$ cat config.mk
export PLATFORM = sky130hd
export DESIGN_NAME = wave_meas_ctrl_flat
export DESIGN_NICKNAME = d
export VERILOG_FILES = /design/src/rtl/wave_meas_pkg.sv /design/src/rtl/wave_meas_ctrl_if.sv /design/src/rtl/freq_stable_det.sv /design/src/rtl/wave_meas_ctrl.sv /design/src/flat_wrapper.sv
export SDC_FILE = /design/constraint.sdc
export NUM_CORES = 1
export LEC_CHECK = 0
export CAP_MARGIN = 20
export CORE_UTILIZATION = 62
export DETAILED_ROUTE_END_ITERATION = 12
export GPL_ROUTABILITY_DRIVEN = 0
export GPL_TIMING_DRIVEN = 0
export PLACE_DENSITY = 0.86
export RECOVER_POWER = 50
export SYNTH_ARGS = -nofsm -noshare
export SYNTH_HDL_FRONTEND = slang
export SYNTH_SLANG_ARGS = --single-unit
$ cat constraint.sdc
create_clock -name clk -period 4.5 [get_ports clk]
set_input_delay 0.45 -clock clk [delete_from_list [all_inputs] [get_ports clk]]
set_output_delay 0.45 -clock clk [all_outputs]
set_load 0.005 [all_outputs]
$ cat src/rtl/wave_meas_pkg.sv
// Shared types and analyzer widths for the wave measurement controller.
// The analyzer uses the same width constants.
package wave_meas_pkg;

    localparam int FREQ_W = 22;
    localparam int AMP_W  = 12;

    typedef enum logic [2:0] {
        IDLE  = 3'd0,
        CLR   = 3'd1,
        WAIT  = 3'd2,
        CAPT  = 3'd3,
        DONE  = 3'd4,
        ABORT = 3'd5
    } meas_state_t;

endpackage

$ cat src/rtl/wave_meas_ctrl_if.sv
// Control/result bundle between the measurement controller and its host/analyzer side.
interface wave_meas_ctrl_if #(
    parameter int FREQ_W = wave_meas_pkg::FREQ_W,
    parameter int AMP_W  = wave_meas_pkg::AMP_W
);
    logic              start;
    logic              cont;
    logic [FREQ_W-1:0] freq_in;
    logic [AMP_W-1:0]  amp_in;
    logic              ana_clr;
    logic [FREQ_W-1:0] period_out;
    logic [AMP_W-1:0]  amp_out;
    logic              meas_valid;
    logic              no_signal;
    logic              busy;

    modport master (
        output start, cont, freq_in, amp_in,
        input  ana_clr, period_out, amp_out, meas_valid, no_signal, busy
    );

    modport slave (
        input  start, cont, freq_in, amp_in,
        output ana_clr, period_out, amp_out, meas_valid, no_signal, busy
    );
endinterface

$ cat src/rtl/freq_stable_det.sv
// Detects that the analyzer period count has settled: STAB_CYC consecutive
// cycles with an unchanged, nonzero value.
module freq_stable_det #(
    parameter int FREQ_W   = wave_meas_pkg::FREQ_W,
    parameter int STAB_CYC = 16
) (
    input  logic              clk,
    input  logic              rst_n,
    input  logic              clr,
    input  logic [FREQ_W-1:0] freq_in,
    output logic              stable
);
    localparam int              CNT_W = $clog2(STAB_CYC) + 1;
    localparam logic [CNT_W-1:0] LAST = CNT_W'(STAB_CYC - 1);

    logic [FREQ_W-1:0] freq_q_r;
    logic [CNT_W-1:0]  stab_cnt_r;
    logic              qual_s;

    // A cycle qualifies when the count is nonzero and matches last cycle's value
    always_comb begin
        qual_s = (freq_in != {FREQ_W{1'b0}}) && (freq_in == freq_q_r);
    end

    // Previous-cycle copy of the period count
    always_ff @(posedge clk or negedge rst_n) begin
        if (!rst_n) begin
            freq_q_r <= {FREQ_W{1'b0}};
        end else begin
            freq_q_r <= freq_in;
        end
    end

    // Run-length of qualifying cycles; holds at LAST so it cannot wrap while idle
    always_ff @(posedge clk or negedge rst_n) begin
        if (!rst_n) begin
            stab_cnt_r <= {CNT_W{1'b0}};
        end else if (clr) begin
            stab_cnt_r <= {CNT_W{1'b0}};
        end else if (qual_s) begin
            if (stab_cnt_r != LAST) begin
                stab_cnt_r <= stab_cnt_r + CNT_W'(1);
            end else begin
                stab_cnt_r <= stab_cnt_r;
            end
        end else begin
            stab_cnt_r <= {CNT_W{1'b0}};
        end
    end

    assign stable = qual_s && (stab_cnt_r == LAST);

endmodule

$ cat src/rtl/wave_meas_ctrl.sv
// Measurement controller: clears the analyzer, waits for a settled period count,
// averages 2**AVG_LOG2 captures and publishes one result (or a timeout) per set.
module wave_meas_ctrl #(
    parameter int FREQ_W   = wave_meas_pkg::FREQ_W,
    parameter int AMP_W    = wave_meas_pkg::AMP_W,
    parameter int WIN_CYC  = 4_000_000,
    parameter int STAB_CYC = 16,
    parameter int AVG_LOG2 = 2
) (
    input  logic              clk,
    input  logic              rst_n,
    wave_meas_ctrl_if.slave   bus
);
    import wave_meas_pkg::*;

    localparam int ACC_P_W = FREQ_W + AVG_LOG2;
    localparam int ACC_A_W = AMP_W + AVG_LOG2;
    localparam int WIN_W   = $clog2(WIN_CYC) + 1;
    localparam int N_W     = AVG_LOG2 + 1;
    localparam int NCAP    = 1 << AVG_LOG2;

    localparam logic [WIN_W-1:0] WIN_LAST = WIN_W'(WIN_CYC - 1);
    localparam logic [N_W-1:0]   N_LAST   = N_W'(NCAP - 1);

    meas_state_t        state_r;
    logic [WIN_W-1:0]   win_cnt_r;
    logic [N_W-1:0]     n_r;
    logic [ACC_P_W-1:0] acc_p_r;
    logic [ACC_A_W-1:0] acc_a_r;
    logic               ana_clr_r;
    logic [FREQ_W-1:0]  period_out_r;
    logic [AMP_W-1:0]   amp_out_r;
    logic               meas_valid_r;
    logic               no_signal_r;
    logic               busy_r;
    logic               stable_s;
    logic               clr_s;

    always_comb begin
        clr_s = (state_r == CLR);
    end

    freq_stable_det #(
        .FREQ_W   (FREQ_W),
        .STAB_CYC (STAB_CYC)
    ) u_stab (
        .clk     (clk),
        .rst_n   (rst_n),
        .clr     (clr_s),
        .freq_in (bus.freq_in),
        .stable  (stable_s)
    );

    // Measurement FSM with registered outputs; ana_clr/busy are set on entry to their states
    always_ff @(posedge clk or negedge rst_n) begin
        if (!rst_n) begin
            state_r      <= IDLE;
            win_cnt_r    <= {WIN_W{1'b0}};
            n_r          <= {N_W{1'b0}};
            acc_p_r      <= {ACC_P_W{1'b0}};
            acc_a_r      <= {ACC_A_W{1'b0}};
            ana_clr_r    <= 1'b0;
            period_out_r <= {FREQ_W{1'b0}};
            amp_out_r    <= {AMP_W{1'b0}};
            meas_valid_r <= 1'b0;
            no_signal_r  <= 1'b0;
            busy_r       <= 1'b0;
        end else begin
            ana_clr_r    <= 1'b0;
            meas_valid_r <= 1'b0;
            case (state_r)
                IDLE: begin
                    if (bus.start || bus.cont) begin
                        state_r   <= CLR;
                        ana_clr_r <= 1'b1;
                        busy_r    <= 1'b1;
                    end else begin
                        busy_r    <= 1'b0;
                    end
                end
                CLR: begin
                    win_cnt_r <= {WIN_W{1'b0}};
                    state_r   <= WAIT;
                end
                WAIT: begin
                    win_cnt_r <= win_cnt_r + WIN_W'(1);
                    // Stability takes priority over a coincident window end
                    if (stable_s) begin
                        state_r <= CAPT;
                    end else if (win_cnt_r == WIN_LAST) begin
                        state_r <= ABORT;
                    end else begin
                        state_r <= WAIT;
                    end
                end
                CAPT: begin
                    acc_p_r <= acc_p_r + ACC_P_W'(bus.freq_in);
                    acc_a_r <= acc_a_r + ACC_A_W'(bus.amp_in);
                    n_r     <= n_r + N_W'(1);
                    if (n_r == N_LAST) begin
                        state_r   <= DONE;
                    end else begin
                        state_r   <= CLR;
                        ana_clr_r <= 1'b1;
                    end
                end
                DONE: begin
                    period_out_r <= FREQ_W'(acc_p_r >> AVG_LOG2);
                    amp_out_r    <= AMP_W'(acc_a_r >> AVG_LOG2);
                    no_signal_r  <= 1'b0;
                    meas_valid_r <= 1'b1;
                    acc_p_r      <= {ACC_P_W{1'b0}};
                    acc_a_r      <= {ACC_A_W{1'b0}};
                    n_r          <= {N_W{1'b0}};
                    if (bus.cont) begin
                        state_r   <= CLR;
                        ana_clr_r <= 1'b1;
                    end else begin
                        state_r   <= IDLE;
                        busy_r    <= 1'b0;
                    end
                end
                ABORT: begin
                    period_out_r <= {FREQ_W{1'b0}};
                    amp_out_r    <= {AMP_W{1'b0}};
                    no_signal_r  <= 1'b1;
                    meas_valid_r <= 1'b1;
                    acc_p_r      <= {ACC_P_W{1'b0}};
                    acc_a_r      <= {ACC_A_W{1'b0}};
                    n_r          <= {N_W{1'b0}};
                    if (bus.cont) begin
                        state_r   <= CLR;
                        ana_clr_r <= 1'b1;
                    end else begin
                        state_r   <= IDLE;
                        busy_r    <= 1'b0;
                    end
                end
                default: begin
                    state_r <= IDLE;
                    busy_r  <= 1'b0;
                end
            endcase
        end
    end

    assign bus.ana_clr    = ana_clr_r;
    assign bus.period_out = period_out_r;
    assign bus.amp_out    = amp_out_r;
    assign bus.meas_valid = meas_valid_r;
    assign bus.no_signal  = no_signal_r;
    assign bus.busy       = busy_r;

endmodule
$ cat src/flat_wrapper.sv
// flat-port wrapper written by rule: the top's interface ports become plain ports
module wave_meas_ctrl_flat import wave_meas_pkg::*;
#(
    parameter int FREQ_W   = wave_meas_pkg::FREQ_W,
    parameter int AMP_W    = wave_meas_pkg::AMP_W,
    parameter int WIN_CYC  = 4_000_000,
    parameter int STAB_CYC = 16,
    parameter int AVG_LOG2 = 2
)
  (clk, rst_n, bus_start, bus_cont, bus_freq_in, bus_amp_in, bus_ana_clr, bus_period_out, bus_amp_out, bus_meas_valid, bus_no_signal, bus_busy);
  wave_meas_ctrl_if #(.FREQ_W(FREQ_W), .AMP_W(AMP_W)) bus_i ();
  input  logic clk;
  input  logic rst_n;
  input wire logic [$bits(bus_i.start)-1:0] bus_start;
  input wire logic [$bits(bus_i.cont)-1:0] bus_cont;
  input wire logic [$bits(bus_i.freq_in)-1:0] bus_freq_in;
  input wire logic [$bits(bus_i.amp_in)-1:0] bus_amp_in;
  output wire logic [$bits(bus_i.ana_clr)-1:0] bus_ana_clr;
  output wire logic [$bits(bus_i.period_out)-1:0] bus_period_out;
  output wire logic [$bits(bus_i.amp_out)-1:0] bus_amp_out;
  output wire logic [$bits(bus_i.meas_valid)-1:0] bus_meas_valid;
  output wire logic [$bits(bus_i.no_signal)-1:0] bus_no_signal;
  output wire logic [$bits(bus_i.busy)-1:0] bus_busy;
  assign bus_i.start = bus_start;
  assign bus_i.cont = bus_cont;
  assign bus_i.freq_in = bus_freq_in;
  assign bus_i.amp_in = bus_amp_in;
  assign bus_ana_clr = bus_i.ana_clr;
  assign bus_period_out = bus_i.period_out;
  assign bus_amp_out = bus_i.amp_out;
  assign bus_meas_valid = bus_i.meas_valid;
  assign bus_no_signal = bus_i.no_signal;
  assign bus_busy = bus_i.busy;
  wave_meas_ctrl #(.FREQ_W(FREQ_W), .AMP_W(AMP_W), .WIN_CYC(WIN_CYC), .STAB_CYC(STAB_CYC), .AVG_LOG2(AVG_LOG2)) u_core (.clk(clk), .rst_n(rst_n), .bus(bus_i));
endmodule
==> metrics <==
CP arrival=approximately 3.3 ns; total core area=0.0114 mm^2; data required time of the worst path=around 4.8 ns; Max-Slew Margin vs Limit=-59.1%; fin cells=1018; post-synthesis sequential area ratio=a little under half; final hold vios=0; # port buffers=75; Inst Count DP=around 1000; RSZ-0062 raised after global routing=false; drt first pass iters=6; die area=between 0.01 and 0.015 mm^2; Pleak=between 0.003 and 0.004 uW; Final period util=66.6%; asr flop ratio synth=100%; Mapped Cells=~770; Fin Setup TNS=0 ns; Syn Std Cell Area=0.00724 mm^2; status=finished with violations; vias in the first global route=approximately 6.3k; Net Count, Synth=845; first-pass GRT wire length=just over 30 mm; DR iter-0 viols=about 550; # Post-CTS Setup Buffers=0; initial core utilization=between 60% and 70%; Worst-Margin Slew=about 2.4 ns; CTS Buf Count=17; Clock Tree Root=clkbuf_16; Comb pwr share=a little over two fifths; post-layout min period=between 2 and 3 ns; worst vdd ir=0.000339 V; layout net count=approximately 940; pre-CTS setup slack=~1.2 ns; Post-synth EDFFs=0; Reg2Reg Depth=8; DR vias/cell=between 6 and 7; drt total wl=18.8 mm; Max H-tree Level=4; max_cap viols=1; routed vias=around 6.4k; largest net degree at the start of global routing=93; Setup CP Type=in2reg; CP Max Fanout=4; Hold Crit Depth=2; fin. max-slew vios=41; internal power=3540 uW; gr usage total=about a third; part of the power in registers=between 30% and 40%; Final setup viols=0; Worst setup SP type=input pin; initial antenna violation count=0; hold-fix buffers at CTS=1; placed cell areas=a little over 0.008 mm^2; DRT antenna net count=0; class of the worst hold path=reg2reg; DRC=0; Die X=approximately 110 um; Synth Register Bits=approximately 130; clock tree buffer depth=2; violated checks=max-capacitance violations, max-slew violations; Filler Cell Count=759; Rows=39; Tot Pwr=around 5700 uW; main flop type after synthesis=dfrtp_1; antenna cells=0; Skew-Pair Late Insertion Delay=between 0.4 and 0.5 ns; share of cells above drive strength 1=under 10%; net load switching power=2120 uW; Syn Area/Cell=roughly 9.5 um^2; Max Fclk=between 0.3 and 0.4 GHz; YS warnings=0; Area Growth Syn to Fin=22.2%; Post-DP HPWL=13.1 mm; Reg clk slew, reported paths=0.06 ns; proportion of power drawn by the clock network=a little over a quarter; CTS tree=built; Crit. End Element=flip-flop; I/O Pins=between 70 and 80; global route overflow=0; post-cts sizing count=0; # clock sinks=~130; Sw Share=between 30 and 40%; PwrDens=between 600 and 700 mW/mm^2; final worst slack=1.50 ns; post-route cell area=around 0.0089 mm^2; drt wl/cell=about 18 um; clock skew=0.00700 ns; synth unique cells=67; Die Span Y=approximately 110 um
placed cells by master (no fill, tap or decap), types with 13 or more instances in the layout:
master / count
nand2_1: 81
nand3_1: 65
nor4_1: 13
o21ai_0: 98
ha_1: 39
dlygate4sd3_1: 23
xnor2_1: 16
nand2b_1: 40
a21oi_1: 29
clkbuf_16: 17
clkbuf_1: 26
dfrtp_1: 132
inv_1: 13
clkdlybuf4s50_1: 52
xor2_1: 27
nor2_1: 33
power groups by stage:
stage / registers, uW / logic (uW) / clock network (uW)
after detailed placement: 1750 / 2320 / 0
final: 1750 / 2380 / 1530
after CTS: 1740 / 2350 / 1530
after global placement: 1740 / 2210 / 0
after floorplan: 1700 / 1630 / 0
after global routing: 1780 / 2640 / 1580
cell usage after synthesis, drive strengths merged (3+ instances only):
master	n	area (um^2)
a211o	3	26.3
a211oi	6	50.1
a21o	13	98.9
a21oi	30	154
a31oi	5	31.3
a32o	4	40.0
and2	4	26.3
and3	7	43.8
buf	10	46.3
clkbuf	24	90.1
dfrtp	132	3300
ha	39	488
inv	13	48.8
mux2i	10	100
nand2	81	304
nand2b	40	250
nand3	66	335
nand4	10	68.8
nand4b	3	26.3
nor2	34	130
nor2b	7	43.8
nor3	10	55.1
nor3b	3	33.8
nor4	13	81.3
nor4b	4	35.0
o211ai	6	50.1
o21a	6	45.0
o21ai	99	499
o31ai	7	52.6
or3	3	18.8
or4	4	30.0
xnor2	16	140
xor2	27	236
per-layer routing:
metal,routed length [um],track usage (%),vias to the layer above
met1,8220,43.1,3110
met3,1160,7.23,46
met2,8920,53.8,254
met4,467,13.9,0
met5,0,0,-
li1,-,-,2972
final timing paths:
check / start / endpoint / slack (ns)
min: u_core.bus.no_signal / u_core.bus.no_signal / 0.48
max in group asynchronous: rst_n / u_core.acc_a_r[5] / 1.84
min in group asynchronous: rst_n / u_core.acc_p_r[12] / 1.30
min reg2reg: u_core.bus.no_signal / u_core.bus.no_signal / 0.48
max reg2reg: u_core.acc_p_r[0] / u_core.acc_p_r[18] / 1.84
max: bus_freq_in[0] / u_core.acc_p_r[18] / 1.50
kinds of logic (layout without fill, tap and decap cells):
group	after synthesis	after routing	share of synthesized area, %
buffers and inverters	47	156	2.56
XOR/XNOR	43	43	5.20
multiplexers	10	10	1.38
AO/OA/AOI/OAI	201	201	17.2
AND/OR/NAND/NOR	292	292	20.8
adder cells (fa/ha/maj)	41	41	7.29
flip-flops	132	132	45.6
cell type report:
class,count,area [um^2],area share (%)
multi-input combinational,587,3760,42.4
sequential,132,3300,37.3
timing repair buffer,77,782,8.84
clock buffer,18,439,4.96
clock inverter,14,208,2.35
tap,143,179,2.02
buffer,34,135,1.53
inverter,13,48.8,0.551
state kept, by name, indices dropped and copies added (netlist names):
register / cells
u_core.acc_p_r: 24
u_core.win_cnt_r: 23
u_core.bus.period_out: 22
u_core.u_stab.freq_q_r: 22
u_core.acc_a_r: 14
u_core.bus.amp_out: 12
u_core.u_stab.stab_cnt_r: 5
u_core.n_r: 3
u_core.state_r: 3
u_core.bus.ana_clr: 1
u_core.bus.busy: 1
u_core.bus.meas_valid: 1
u_core.bus.no_signal: 1
worst max-delay path: stages:
cell	delay (ns)
dlygate4sd3_1	0.65
ha_1	0.28
fa_1	0.46
a211oi_2	0.31
o21ai_2	0.15
a311oi_1	0.31
a21boi_1	0.15
or3_1	0.33
a31o_1	0.22
through the flow:
step	hold slack [ns]	utilization, %
after detailed placement	0.399	71.8
after CTS	0.482	77.6
after floorplan	0.154	-
final	0.476	77.5
after global placement	0.456	71.6
after global routing	0.506	77.5
Power figures use the tool's default switching activity.
